`config.mk`:
```
export PLATFORM = sky130hd
export DESIGN_NAME = rep_str_agu_flat
export DESIGN_NICKNAME = d
export VERILOG_FILES = /design/src/rtl/rep_str_agu_if.sv /design/src/rtl/rep_str_agu.sv /design/src/flat_wrapper.sv
export SDC_FILE = /design/constraint.sdc
export NUM_CORES = 1
export LEC_CHECK = 0
export BUFFER_PORTS_ARGS = -buffer_cell sky130_fd_sc_hd__buf_2
export CAP_MARGIN = 20
export CORE_MARGIN = 4
export CORE_UTILIZATION = 35
export DETAILED_ROUTE_END_ITERATION = 6
export GPL_TIMING_DRIVEN = 0
export PLACE_DENSITY = 0.57
export SETUP_SLACK_MARGIN = 0.1
export SYNTH_ARGS = -nofsm -noshare
export SYNTH_HDL_FRONTEND = slang
export SYNTH_SLANG_ARGS = --single-unit
```
`constraint.sdc`:
```
create_clock -name clk -period 6.6 [get_ports clk]
set_input_delay 1.32 -clock clk [delete_from_list [all_inputs] [get_ports clk]]
set_output_delay 1.32 -clock clk [all_outputs]
set_load 0.05 [all_outputs]
```
`src/rtl/rep_str_agu_if.sv`:
```
// Memory request channel between the string AGU and the load/store unit.
interface rep_str_agu_if #(
  parameter int unsigned ADDR_W = 32
);
  logic              req_valid;
  logic              req_ready;
  logic              req_rd_en;
  logic              req_wr_en;
  logic [ADDR_W-1:0] req_rd_addr;
  logic [ADDR_W-1:0] req_wr_addr;
  logic [1:0]        req_size;

  modport master (
    output req_valid, req_rd_en, req_wr_en, req_rd_addr, req_wr_addr, req_size,
    input  req_ready
  );

  modport slave (
    input  req_valid, req_rd_en, req_wr_en, req_rd_addr, req_wr_addr, req_size,
    output req_ready
  );
endinterface

```
`src/rtl/rep_str_agu.sv`:
```
// Iterative address generator for MOVS/STOS/LODS with optional REP prefix.
// One memory request per element; ESI/EDI step by +/- element size, ECX counts down.
module rep_str_agu #(
  parameter int unsigned ADDR_W = 32
) (
  input  logic              clk,
  input  logic              rst_n,
  input  logic              start_i,
  input  logic [1:0]        op_i,
  input  logic              rep_i,
  input  logic              addr16_i,
  input  logic              df_i,
  input  logic [1:0]        size_i,
  input  logic [ADDR_W-1:0] esi_i,
  input  logic [ADDR_W-1:0] edi_i,
  input  logic [ADDR_W-1:0] ecx_i,
  input  logic              abort_i,
  output logic              busy_o,
  output logic              done_o,
  output logic [ADDR_W-1:0] esi_o,
  output logic [ADDR_W-1:0] edi_o,
  output logic [ADDR_W-1:0] ecx_o,
  rep_str_agu_if.master     req
);

  localparam logic [1:0] OP_MOVS = 2'b00;
  localparam logic [1:0] OP_STOS = 2'b01;
  localparam logic [1:0] OP_LODS = 2'b10;
  localparam logic [1:0] OP_RSV  = 2'b11;

  typedef enum logic [1:0] {S_IDLE, S_CHECK, S_ISSUE, S_DONE} state_e;

  state_e            state_q, state_d;
  logic [ADDR_W-1:0] esi_q, esi_d, edi_q, edi_d, ecx_q, ecx_d;
  logic [1:0]        op_q, op_d, size_q, size_d;
  logic              rep_q, rep_d, addr16_q, addr16_d, df_q, df_d;
  logic              busy_q, done_q, valid_q, rd_en_q, wr_en_q;
  logic [ADDR_W-1:0] bytes, delta, ecx_dec;
  logic              hs;

  // In 16-bit mode only the low half moves; the upper bits pass through untouched.
  function automatic logic [ADDR_W-1:0] step_ptr(input logic [ADDR_W-1:0] p,
                                                 input logic [ADDR_W-1:0] d,
                                                 input logic a16);
    logic [ADDR_W-1:0] r;
    r = p + d;
    if (a16) begin
      r       = p;
      r[15:0] = p[15:0] + d[15:0];
    end
    return r;
  endfunction

  function automatic logic cnt_zero(input logic [ADDR_W-1:0] c, input logic a16);
    return a16 ? (c[15:0] == 16'd0) : (c == ADDR_W'(0));
  endfunction

  function automatic logic op_reads(input logic [1:0] o);
    return (o == OP_MOVS) || (o == OP_LODS);
  endfunction

  function automatic logic op_writes(input logic [1:0] o);
    return (o == OP_MOVS) || (o == OP_STOS);
  endfunction

  assign bytes   = ADDR_W'(1) << size_q;
  assign delta   = df_q ? (ADDR_W'(0) - bytes) : bytes;
  assign ecx_dec = step_ptr(ecx_q, {ADDR_W{1'b1}}, addr16_q);
  assign hs      = valid_q & req.req_ready;

  always_comb begin
    state_d  = state_q;
    esi_d    = esi_q;
    edi_d    = edi_q;
    ecx_d    = ecx_q;
    op_d     = op_q;
    size_d   = size_q;
    rep_d    = rep_q;
    addr16_d = addr16_q;
    df_d     = df_q;
    unique case (state_q)
      S_IDLE: begin
        if (start_i) begin
          esi_d    = esi_i;
          edi_d    = edi_i;
          ecx_d    = ecx_i;
          op_d     = op_i;
          size_d   = size_i;
          rep_d    = rep_i;
          addr16_d = addr16_i;
          df_d     = df_i;
          state_d  = (op_i == OP_RSV) ? S_DONE : S_CHECK;
        end
      end
      S_CHECK: begin
        if (rep_q && cnt_zero(ecx_q, addr16_q)) state_d = S_DONE;
        else if (abort_i)                        state_d = S_DONE;
        else                                     state_d = S_ISSUE;
      end
      S_ISSUE: begin
        if (hs) begin
          if (op_reads(op_q))  esi_d = step_ptr(esi_q, delta, addr16_q);
          if (op_writes(op_q)) edi_d = step_ptr(edi_q, delta, addr16_q);
          if (rep_q)           ecx_d = ecx_dec;
          if (!rep_q || cnt_zero(ecx_dec, addr16_q) || abort_i) state_d = S_DONE;
        end else if (abort_i) begin
          state_d = S_DONE;
        end
      end
      S_DONE:  state_d = S_IDLE;
      default: state_d = S_IDLE;
    endcase
  end

  // Status and request strobes are registered from the next state.
  always_ff @(posedge clk or negedge rst_n) begin
    if (!rst_n) begin
      state_q  <= S_IDLE;
      esi_q    <= '0;
      edi_q    <= '0;
      ecx_q    <= '0;
      op_q     <= '0;
      size_q   <= '0;
      rep_q    <= 1'b0;
      addr16_q <= 1'b0;
      df_q     <= 1'b0;
      busy_q   <= 1'b0;
      done_q   <= 1'b0;
      valid_q  <= 1'b0;
      rd_en_q  <= 1'b0;
      wr_en_q  <= 1'b0;
    end else begin
      state_q  <= state_d;
      esi_q    <= esi_d;
      edi_q    <= edi_d;
      ecx_q    <= ecx_d;
      op_q     <= op_d;
      size_q   <= size_d;
      rep_q    <= rep_d;
      addr16_q <= addr16_d;
      df_q     <= df_d;
      busy_q   <= (state_d != S_IDLE);
      done_q   <= (state_d == S_DONE);
      valid_q  <= (state_d == S_ISSUE);
      rd_en_q  <= (state_d == S_ISSUE) && op_reads(op_d);
      wr_en_q  <= (state_d == S_ISSUE) && op_writes(op_d);
    end
  end

  assign busy_o          = busy_q;
  assign done_o          = done_q;
  assign esi_o           = esi_q;
  assign edi_o           = edi_q;
  assign ecx_o           = ecx_q;
  assign req.req_valid   = valid_q;
  assign req.req_rd_en   = rd_en_q;
  assign req.req_wr_en   = wr_en_q;
  assign req.req_rd_addr = esi_q;
  assign req.req_wr_addr = edi_q;
  assign req.req_size    = size_q;

endmodule

```
`src/flat_wrapper.sv`:
```
// flat-port wrapper written by rule: the top's interface ports become plain ports
module rep_str_agu_flat 
#(
  parameter int unsigned ADDR_W = 32
)
  (clk, rst_n, start_i, op_i, rep_i, addr16_i, df_i, size_i, esi_i, edi_i, ecx_i, abort_i, busy_o, done_o, esi_o, edi_o, ecx_o, req_req_valid, req_req_rd_en, req_req_wr_en, req_req_rd_addr, req_req_wr_addr, req_req_size, req_req_ready);
  rep_str_agu_if #(.ADDR_W(ADDR_W)) req_i ();
  input  logic clk;
  input  logic rst_n;
  input  logic start_i;
  input  logic [1:0] op_i;
  input  logic rep_i;
  input  logic addr16_i;
  input  logic df_i;
  input  logic [1:0] size_i;
  input  logic [ADDR_W-1:0] esi_i;
  input  logic [ADDR_W-1:0] edi_i;
  input  logic [ADDR_W-1:0] ecx_i;
  input  logic abort_i;
  output logic busy_o;
  output logic done_o;
  output logic [ADDR_W-1:0] esi_o;
  output logic [ADDR_W-1:0] edi_o;
  output logic [ADDR_W-1:0] ecx_o;
  output wire logic [$bits(req_i.req_valid)-1:0] req_req_valid;
  output wire logic [$bits(req_i.req_rd_en)-1:0] req_req_rd_en;
  output wire logic [$bits(req_i.req_wr_en)-1:0] req_req_wr_en;
  output wire logic [$bits(req_i.req_rd_addr)-1:0] req_req_rd_addr;
  output wire logic [$bits(req_i.req_wr_addr)-1:0] req_req_wr_addr;
  output wire logic [$bits(req_i.req_size)-1:0] req_req_size;
  input wire logic [$bits(req_i.req_ready)-1:0] req_req_ready;
  assign req_req_valid = req_i.req_valid;
  assign req_req_rd_en = req_i.req_rd_en;
  assign req_req_wr_en = req_i.req_wr_en;
  assign req_req_rd_addr = req_i.req_rd_addr;
  assign req_req_wr_addr = req_i.req_wr_addr;
  assign req_req_size = req_i.req_size;
  assign req_i.req_ready = req_req_ready;
  rep_str_agu #(.ADDR_W(ADDR_W)) u_core (.clk(clk), .rst_n(rst_n), .start_i(start_i), .op_i(op_i), .rep_i(rep_i), .addr16_i(addr16_i), .df_i(df_i), .size_i(size_i), .esi_i(esi_i), .edi_i(edi_i), .ecx_i(ecx_i), .abort_i(abort_i), .busy_o(busy_o), .done_o(done_o), .esi_o(esi_o), .edi_o(edi_o), .ecx_o(ecx_o), .req(req_i));
endmodule
```
# Word level (Yosys, flattened, before mapping)
# Cells that the tools add are included.
# W data, S select, Z words.
# totals
register_bits,110
out_inout_bits,167
wordCells,94
input_bits,108
# classes
add_sub_neg,7
bitwise_logic,1
n_eq_ne,16
n_reduce_logical,25
n_shift,1
n_mux,28
# ops
cell,count
$mux W32,13
$pmux W32 S2,3
$add A32 B32 Y32,2
$logic_not A32 Y1,2
$add A16 B16 Y16,2
$add A32 B32 Y32 const B,1
$logic_not A16 Y1,2
$shl A1 B2 Y32 const A,1
$sub A1 B32 Y32 const A,1
$add A16 B16 Y16 const B,1
$mux W2,8
$eq A2 B2 Y1 const B,7
$reduce_and A4 Y1,3
$reduce_and A5 Y1,2
$ne A2 B1 Y1 const B,4
$pmux W2 S4,1
$eq A2 B1 Y1 const B,3
$logic_not A2 Y1,3
$logic_or A1 B1 Y1,6
$ne A2 B2 Y1 const B,2
$reduce_bool A2 Y1,2
$logic_and A1 B1 Y1,3
$mux W1,3
$reduce_and A2 Y1,1
2 further kinds,2

# Longest topological paths before layout
# Gate-level depths: netlist of the first run.
# depth
depth_word,11
mapped_depth,15
depth_no_buf,14

# Worst setup path after synthesis of the first run
# No wires, ideal clock.
# synth_timing
kind,register to register
from,reg u_core.df_q
to,reg u_core.edi_q[23] (netlist: u_core.edi_o[23])
arrival_time_ps,4066
path_buffers,0
stages_incl_launch_ff,13
path_slack_ps,2408
required_time_ps,6474
period_less_slack_ps,4192
setup_ps,126
path_cell_list,dfrtp_1 -> inv_1 -> nand2_1 -> ha_1 -> nand3_1 -> o211ai_1 -> and2_1 -> a221oi_1 -> o31ai_1 -> a221oi_1 -> o21ai_0 -> xor2_1 -> a221o_1
# synth_between
elab_chain_len,6
# synth_lines
item,line,rtl
start: declaration,rep_str_agu.sv:36,"logic rep_q, rep_d, addr16_q, addr16_d, df_q, df_d;"
start signal: assignment,rep_str_agu.sv:126,df_q <= 1'b0;
start signal: assignment,rep_str_agu.sv:141,df_q <= df_d;
$mux W32,rep_str_agu.sv:67,assign delta = df_q ? (ADDR_W'(0) - bytes) : bytes;
$add A32 B32 Y32,rep_str_agu.sv:46,r = p + d;
$mux W32,rep_str_agu.sv:47,if (a16) begin
$mux W32,rep_str_agu.sv:103,"if (op_writes(op_q)) edi_d = step_ptr(edi_q, delta, addr16_q);"
$mux W32,rep_str_agu.sv:101,if (hs) begin
$pmux W32 S2,rep_str_agu.sv:81,unique case (state_q)
end signal: assignment,rep_str_agu.sv:135,edi_q <= edi_d;
end: declaration,rep_str_agu.sv:34,"logic [ADDR_W-1:0] esi_q, esi_d, edi_q, edi_d, ecx_q, ecx_d;"
# No other way between the ends. The select of a mux whose other input is x is not followed.
# A chain may end at the register's enable or synchronous reset.

# Worst setup path in the final report of the first run
# layout_timing
from,reg u_core.df_q
to,reg u_core.edi_q[31] (netlist: u_core.edi_o[31])
# The elaborated chain is that of the path after synthesis.

==> flow_metrics.env, run 1 <==
export IMPL_place_ws_ns=1.895
export IMPL_postCtsSetupRepairBufs=0
export IMPL_ios=275
export IMPL_maxCapViolations=0
export IMPL_relSlewSlack=0.3753
export IMPL_final_antenna_net_count=0
export IMPL_placed_cell_area_um2=10970
export IMPL_finClkSkew_ns=0.01329
export IMPL_min_delay_start="u_core.op_q[0]$_DFF_PN0_"
export IMPL_synth_nets=1281
export IMPL_fillers=2647
export IMPL_hold_ws_ns=0.5570
export IMPL_cp_start_kind="flip-flop"
export IMPL_hpwlAfterDp_um=23950
export IMPL_synthArstFlopShare=1.000
export IMPL_placement_io_buffers=274
export IMPL_syn_area_um2=9131
export IMPL_core_um2=25400
export IMPL_yosys_top_cells_area="dfrtp_1 (30%), ha_1 (9.2%), a21oi_1 (7.7%)"
export IMPL_synth_fa_ha_area_frac=0.09619
export IMPL_rr_startpoint="u_core.df_q$_DFFE_PN0P_"
export IMPL_drive_above_1_share=0.2729
export IMPL_synth_top_area_cell="dfrtp_1"
export IMPL_grt_usage=0.2116
export IMPL_cts_tree="done"
export IMPL_gp_congestion=0.8845
export IMPL_viasPerCell=5.328
export IMPL_cts_made_buffers=9
export IMPL_ys_warn_count=0
export IMPL_fin_crit_ns=4.754
export IMPL_grt_pass1_wl_um=48990
export IMPL_design_area_um2=11350
export IMPL_slowest_stage="a221oi_1"
export IMPL_cp_slowest_stage_delay_ns=0.83
export IMPL_worst_slack_ns=1.846
export IMPL_grt_max_degree=70
export IMPL_whs_endpoint="u_core.op_q[0]$_DFF_PN0_"
export IMPL_synthToLayoutAreaGrowth_pct=24.35
export IMPL_worstReg2RegEnd="u_core.edi_o[31]$_DFFE_PN0P_"
export IMPL_ys_seq_area_frac=0.3015
export IMPL_wire_per_inst_um=17.92
export IMPL_worst_pin_slew_ns=0.9370
export IMPL_grt_overflow_total=0
export IMPL_syn_avg_cell_area_um2=8.271
export IMPL_arrival_ns=4.99
export IMPL_netlist_instances=1104
export IMPL_wl_um=30950
export IMPL_rsz0062_at_grt="false"
export IMPL_period_share=0.7203
export IMPL_start_util=0.3595
export IMPL_clk_path_buf_depth=2
export IMPL_r2r_cells=14
export IMPL_cp_max_fo=41
export IMPL_min_path_type="flip-flop to flip-flop"
export IMPL_clock_latency_ns=0.37
export IMPL_ctsHoldBuffers=0
export IMPL_vias=9201
export IMPL_htree_levels=3
export IMPL_row_count=58
export IMPL_ys_seq_elements=110
export IMPL_antenna_found_initial=4
export IMPL_status="finished, final reports clean"
export IMPL_endpoint_kind="flip-flop"
export IMPL_r2r_slack_ns=1.85
export IMPL_muxShareOfSynthArea=0.04837
export IMPL_multi_input_area_um2=5592
export IMPL_synth_edff_count=0
export IMPL_synth_most_common_cell="a21oi_1"
export IMPL_critPathKind="flip-flop to flip-flop"
export IMPL_synth_xor_area_share=0.05851
export IMPL_layout_nets=1568
export IMPL_first_global_vias=9031
export IMPL_cp_required_ns=6.83
export IMPL_first_iter_violations=561
export IMPL_path_cells="buf_12 -> inv_1 -> nand2_1 -> ha_1 -> a21oi_1 -> o211ai_1 -> and2_1 -> a221oi_1 -> o31ai_1 -> a221oi_1 -> o21ai_0 -> xnor2_1 -> o21ai_0 -> o2bb2ai_1"
export IMPL_yosys_area_share_simple=0.1633
export IMPL_dieHeight_um=169.5
export IMPL_ys_top_cells_by_count="a21oi_1 (141), dfrtp_1 (110), nor2_1 (94)"
export IMPL_die_width_um=169.5
export IMPL_ys_flop_type="dfrtp_1"
export IMPL_min_delay_path_depth=1
export IMPL_clkSinkCount=110
export IMPL_die_area_um2=28740
export IMPL_setup_violations_final=0
export IMPL_firstDrtPassIters=5
export IMPL_hold_viol_final=0
export IMPL_max_freq_mhz=210.3
export IMPL_synth_top_family_by_area="compound AO/OA/AOI/OAI gates"
export IMPL_ff_latch_area_um2=2754
export IMPL_drc=0
export IMPL_synth_compound_area_frac=0.2460
export IMPL_maxSlewViolCount=0
export IMPL_path_clk_slew_ns=0.08
export IMPL_cts_repair_resized=0
export IMPL_clockRootBuffer="clkbuf_16"
export IMPL_final_setup_tns_ns=0
export IMPL_yosys_cell_types_count=68
export IMPL_synth_top_cell_area_share=0.3015
metrics by stage:
stage / util / cells
after floorplan: - / 1104
after global placement: 0.4298 / 1708
after detailed placement: 0.4319 / 1710
after CTS: 0.4469 / 1726
after global routing: 0.4469 / 1726
final: 0.4470 / 1727
how the worst max path moves through the flow:
stage                                        from                           end  slack, ns
final                     u_core.df_q$_DFFE_PN0P_  u_core.edi_o[31]$_DFFE_PN0P_       1.85
after global routing      u_core.df_q$_DFFE_PN0P_  u_core.edi_o[31]$_DFFE_PN0P_       1.53
after CTS                 u_core.df_q$_DFFE_PN0P_  u_core.edi_o[31]$_DFFE_PN0P_       1.86
after detailed placement  u_core.df_q$_DFFE_PN0P_  u_core.edi_o[31]$_DFFE_PN0P_       1.89
after global placement    u_core.df_q$_DFFE_PN0P_  u_core.edi_o[31]$_DFFE_PN0P_       0.36
after floorplan           u_core.df_q$_DFFE_PN0P_  u_core.edi_o[23]$_DFFE_PN0P_       2.41
layer usage:
metal  vias up  track usage  wire length [um]
met1      4319       0.2905             14220
met2       262       0.3499             14280
li1       4582            -                 -
met5         -            0                43
met3        30      0.04053              1984
met4         8      0.04305               420
logic make-up (layout without fill, tap and decap cells):
| logic type | Yosys count | after routing |
|---|---|---|
| AO/OA/AOI/OAI | 372 | 372 |
| XOR/XNOR | 61 | 61 |
| adder cells (fa/ha/maj) | 69 | 69 |
| buffers and inverters | 141 | 433 |
| flip-flops | 110 | 110 |
| multiplexers | 43 | 43 |
| other | 0 | 1 |
| AND/OR/NAND/NOR | 308 | 308 |
cell type report:
type | count | share of cell area
antenna | 1 | 0.0002204
buffer | 116 | 0.06105
clock buffer | 11 | 0.02226
clock inverter | 5 | 0.01135
inverter | 25 | 0.008264
multi-input combinational | 853 | 0.4925
sequential | 110 | 0.2425
tap | 330 | 0.03636
timing repair buffer | 276 | 0.1255
worst max-delay path, delay by kind of cell, from the launching register on:
family                   cells  cell delay (ns)
adder cells (fa/ha/maj)      1             0.23
AO/OA/AOI/OAI                8             2.60
XOR/XNOR                     1             0.25
buffers and inverters        2             0.55
flip-flops                   1             0.58
AND/OR/NAND/NOR              2             0.37
flip-flops by register name, indices dropped and copies added (netlist names):
name	cells
u_core.op_q	2
u_core.done_o	1
u_core.req.req_size	2
u_core.df_q	1
u_core.esi_o	32
u_core.rep_q	1
u_core.edi_o	32
u_core.busy_o	1
u_core.state_q	2
u_core.req.req_wr_en	1
u_core.ecx_o	32
u_core.req.req_rd_en	1
u_core.req.req_valid	1
u_core.addr16_q	1
cells in the final DEF, fill, tap and decap left out, types with 39 or more instances in the layout:
master / n
buf_2: 275
a21oi_1: 141
dfrtp_1: 109
nor2_1: 94
o21ai_0: 70
ha_1: 67
nand2_1: 66
buf_4: 64
clkbuf_1: 44
o22ai_1: 44
nand3_1: 39
Power of run 1 is not shown: default switching activity piles up to over one toggle a cycle in this logic, so the estimate is an artifact.
==> inputs of run 2 (changes only) <==
- ABC_AREA: unset -> 1
- PLACE_DENSITY: 0.57 -> 0.56
- clock period: 6.6 -> 4.79 ns (I/O delays scaled with it)
==> flow_metrics.env, run 2 <==
export IMPL_cts_repair_resized=0
export IMPL_drc=0
export IMPL_maxCapViolations=0
export IMPL_firstDrtPassIters=7
export IMPL_placed_cells=2131
export IMPL_antennaDiodeCount=0
export IMPL_viasPerCell=5.119
export IMPL_clockRootBuffer="clkbuf_16"
export IMPL_rsz0062_at_grt="false"
export IMPL_design_area_um2=12390
export IMPL_synthToLayoutAreaGrowth_pct=22.01
export IMPL_vias=10990
export IMPL_syn_area_um2=10150
export IMPL_rr_startpoint="u_core.df_q$_DFFE_PN0P_"
export IMPL_dieHeight_um=178.3
export IMPL_synth_top_cell_area_share=0.2711
export IMPL_cp_required_ns=5.02
export IMPL_htree_levels=3
export IMPL_max_freq_mhz=263.6
export IMPL_ys_top_cells_by_count="nand2_1 (291), inv_1 (161), nor2_1 (144)"
export IMPL_row_count=62
export IMPL_ios=275
export IMPL_min_path_type="input pin to asynchronous set/reset pin"
export IMPL_die_area_um2=31790
export IMPL_hold_viol_final=0
export IMPL_placed_cell_area_um2=12060
export IMPL_final_common_cell="nand2_1"
export IMPL_cp_max_fo=28
export IMPL_clk_path_buf_depth=2
export IMPL_syn_avg_cell_area_um2=6.902
export IMPL_crit_path_end="u_core.edi_o[24]$_DFFE_PN0P_"
export IMPL_arrival_ns=4.02
export IMPL_start_util=0.3547
export IMPL_layout_common_cells="nand2_1 (291), buf_2 (277), inv_1 (161)"
export IMPL_first_global_vias=10360
export IMPL_status="finished, final reports clean"
export IMPL_layout_nets=1935
export IMPL_r2r_slack_ns=1.0
export IMPL_first_iter_violations=764
export IMPL_relSlewSlack=0.4311
export IMPL_r2r_cells=14
export IMPL_core_um2=28630
export IMPL_finClkSkew_ns=0.01434
export IMPL_synth_edff_count=0
export IMPL_gp_congestion=0.9320
export IMPL_postCtsSetupRepairBufs=0
export IMPL_period_share=0.7920
export IMPL_grt_overflow_total=0
export IMPL_cts_made_buffers=9
export IMPL_fillers=3138
export IMPL_ctsHoldBuffers=0
export IMPL_grt_pass1_wl_um=58250
export IMPL_ys_warn_count=0
export IMPL_synthArstFlopShare=1.000
export IMPL_synth_top_area_cell="dfrtp_1"
export IMPL_final_antenna_net_count=0
export IMPL_worstReg2RegEnd="u_core.edi_o[24]$_DFFE_PN0P_"
export IMPL_maxSlewViolCount=0
export IMPL_setup_violations_final=0
export IMPL_die_width_um=178.3
export IMPL_synth_nets=1648
export IMPL_cts_tree="done"
export IMPL_placement_io_buffers=274
export IMPL_netlist_instances=1471
export IMPL_wl_um=38220
export IMPL_fin_cells=2147
export IMPL_hpwlAfterDp_um=30490
export IMPL_antenna_found_initial=1
export IMPL_critPathKind="flip-flop to flip-flop"
export IMPL_cp_start_kind="flip-flop"
export IMPL_synth_most_common_cell="nand2_1"
export IMPL_fin_crit_ns=3.793
export IMPL_ys_seq_area_frac=0.2711
export IMPL_ys_flop_type="dfrtp_1"
export IMPL_yosys_cell_types_count=50
export IMPL_grt_usage=0.2344
export IMPL_wire_per_inst_um=17.80
export IMPL_worst_pin_slew_ns=0.8534
export IMPL_clock_latency_ns=0.38
export IMPL_clkSinkCount=110
export IMPL_endpoint_kind="flip-flop"
export IMPL_path_clk_slew_ns=0.08
export IMPL_ys_seq_elements=110
export IMPL_yosys_top_cells_area="dfrtp_1 (27%), nand2_1 (11%), ha_1 (8.3%)"
export IMPL_grt_max_degree=81
export IMPL_drive_above_1_share=0.2252
export IMPL_cp_startpoint="u_core.df_q$_DFFE_PN0P_"
export IMPL_final_setup_tns_ns=0
[run 2: cell families (layout without fill, tap and decap cells)]
| logic type | after synthesis | after routing | synth area share |
|---|---|---|---|
| and+or+nand+nor | 579 | 579 | 0.2456 |
| buffers and inverters | 273 | 565 | 0.1263 |
| xor gates and xnor gates | 36 | 36 | 0.03180 |
| adders and majority gates | 69 | 69 | 0.08652 |
| DFF | 110 | 110 | 0.2711 |
| AOI/OAI and AO/OA | 404 | 404 | 0.2386 |
[run 2: cell type report]
type	instances	area (um2)	share of cell area
Inverter	168	631.9	0.05101
Timing Repair Buffer	276	1425	0.1151
Buffer	105	650.6	0.05253
Sequential cell	110	2754	0.2223
Clock buffer	9	225.2	0.01818
Clock inverter	7	102.6	0.008283
Multi-Input combinational cell	1088	6117	0.4938
Tap cell	384	480.5	0.03879
[run 2: layer usage]
metal / GRT usage / routed length [um]
met5: 0 / 10
met4: 0.07355 / 880
met3: 0.02331 / 1969
met2: 0.3774 / 17510
met1: 0.3320 / 17850
[run 2: worst max-delay path, stage by stage, from the launching register on]
cell,delay [ns]
dfrtp_2,0.77
inv_1,0.16
a21oi_1,0.36
inv_1,0.17
fa_1,0.46
o21ai_0,0.47
a21oi_1,0.23
o21ai_2,0.26
nand2_1,0.11
nand3_1,0.07
o21ai_0,0.14
o21ai_0,0.21
nand2_1,0.08
nand3_1,0.09
a22oi_1,0.08
[run 2: how the worst min path moves through the flow]
stage,start,end,slack (ns),depth (start not counted)
detailed placement,u_core.op_q[1]$_DFF_PN0_,u_core.op_q[1]$_DFF_PN0_,0.51,2
global placement,u_core.op_q[1]$_DFF_PN0_,u_core.op_q[1]$_DFF_PN0_,0.52,2
floorplan,u_core.op_q[0]$_DFF_PN0_,u_core.op_q[0]$_DFF_PN0_,0.47,2
CTS,rst_n,u_core.req.req_rd_en$_DFF_PN0_,0.46,1
finish,rst_n,u_core.req.req_rd_en$_DFF_PN0_,0.46,1
global route,rst_n,u_core.done_o$_DFF_PN0_,0.48,1
[run 2: through the flow]
| stage | setup slack, ns | hold WS (ns) | util |
|---|---|---|---|
| after floorplan | 1.138 | 0.4692 | - |
| after global placement | -0.2821 | 0.5237 | 0.4194 |
| after detailed placement | 1.052 | 0.5131 | 0.4213 |
| after CTS | 1.022 | 0.4636 | 0.4327 |
| after global routing | 0.6037 | 0.4761 | 0.4327 |
| final | 0.9965 | 0.4633 | 0.4327 |
Power of run 2 is left out for the same reason.
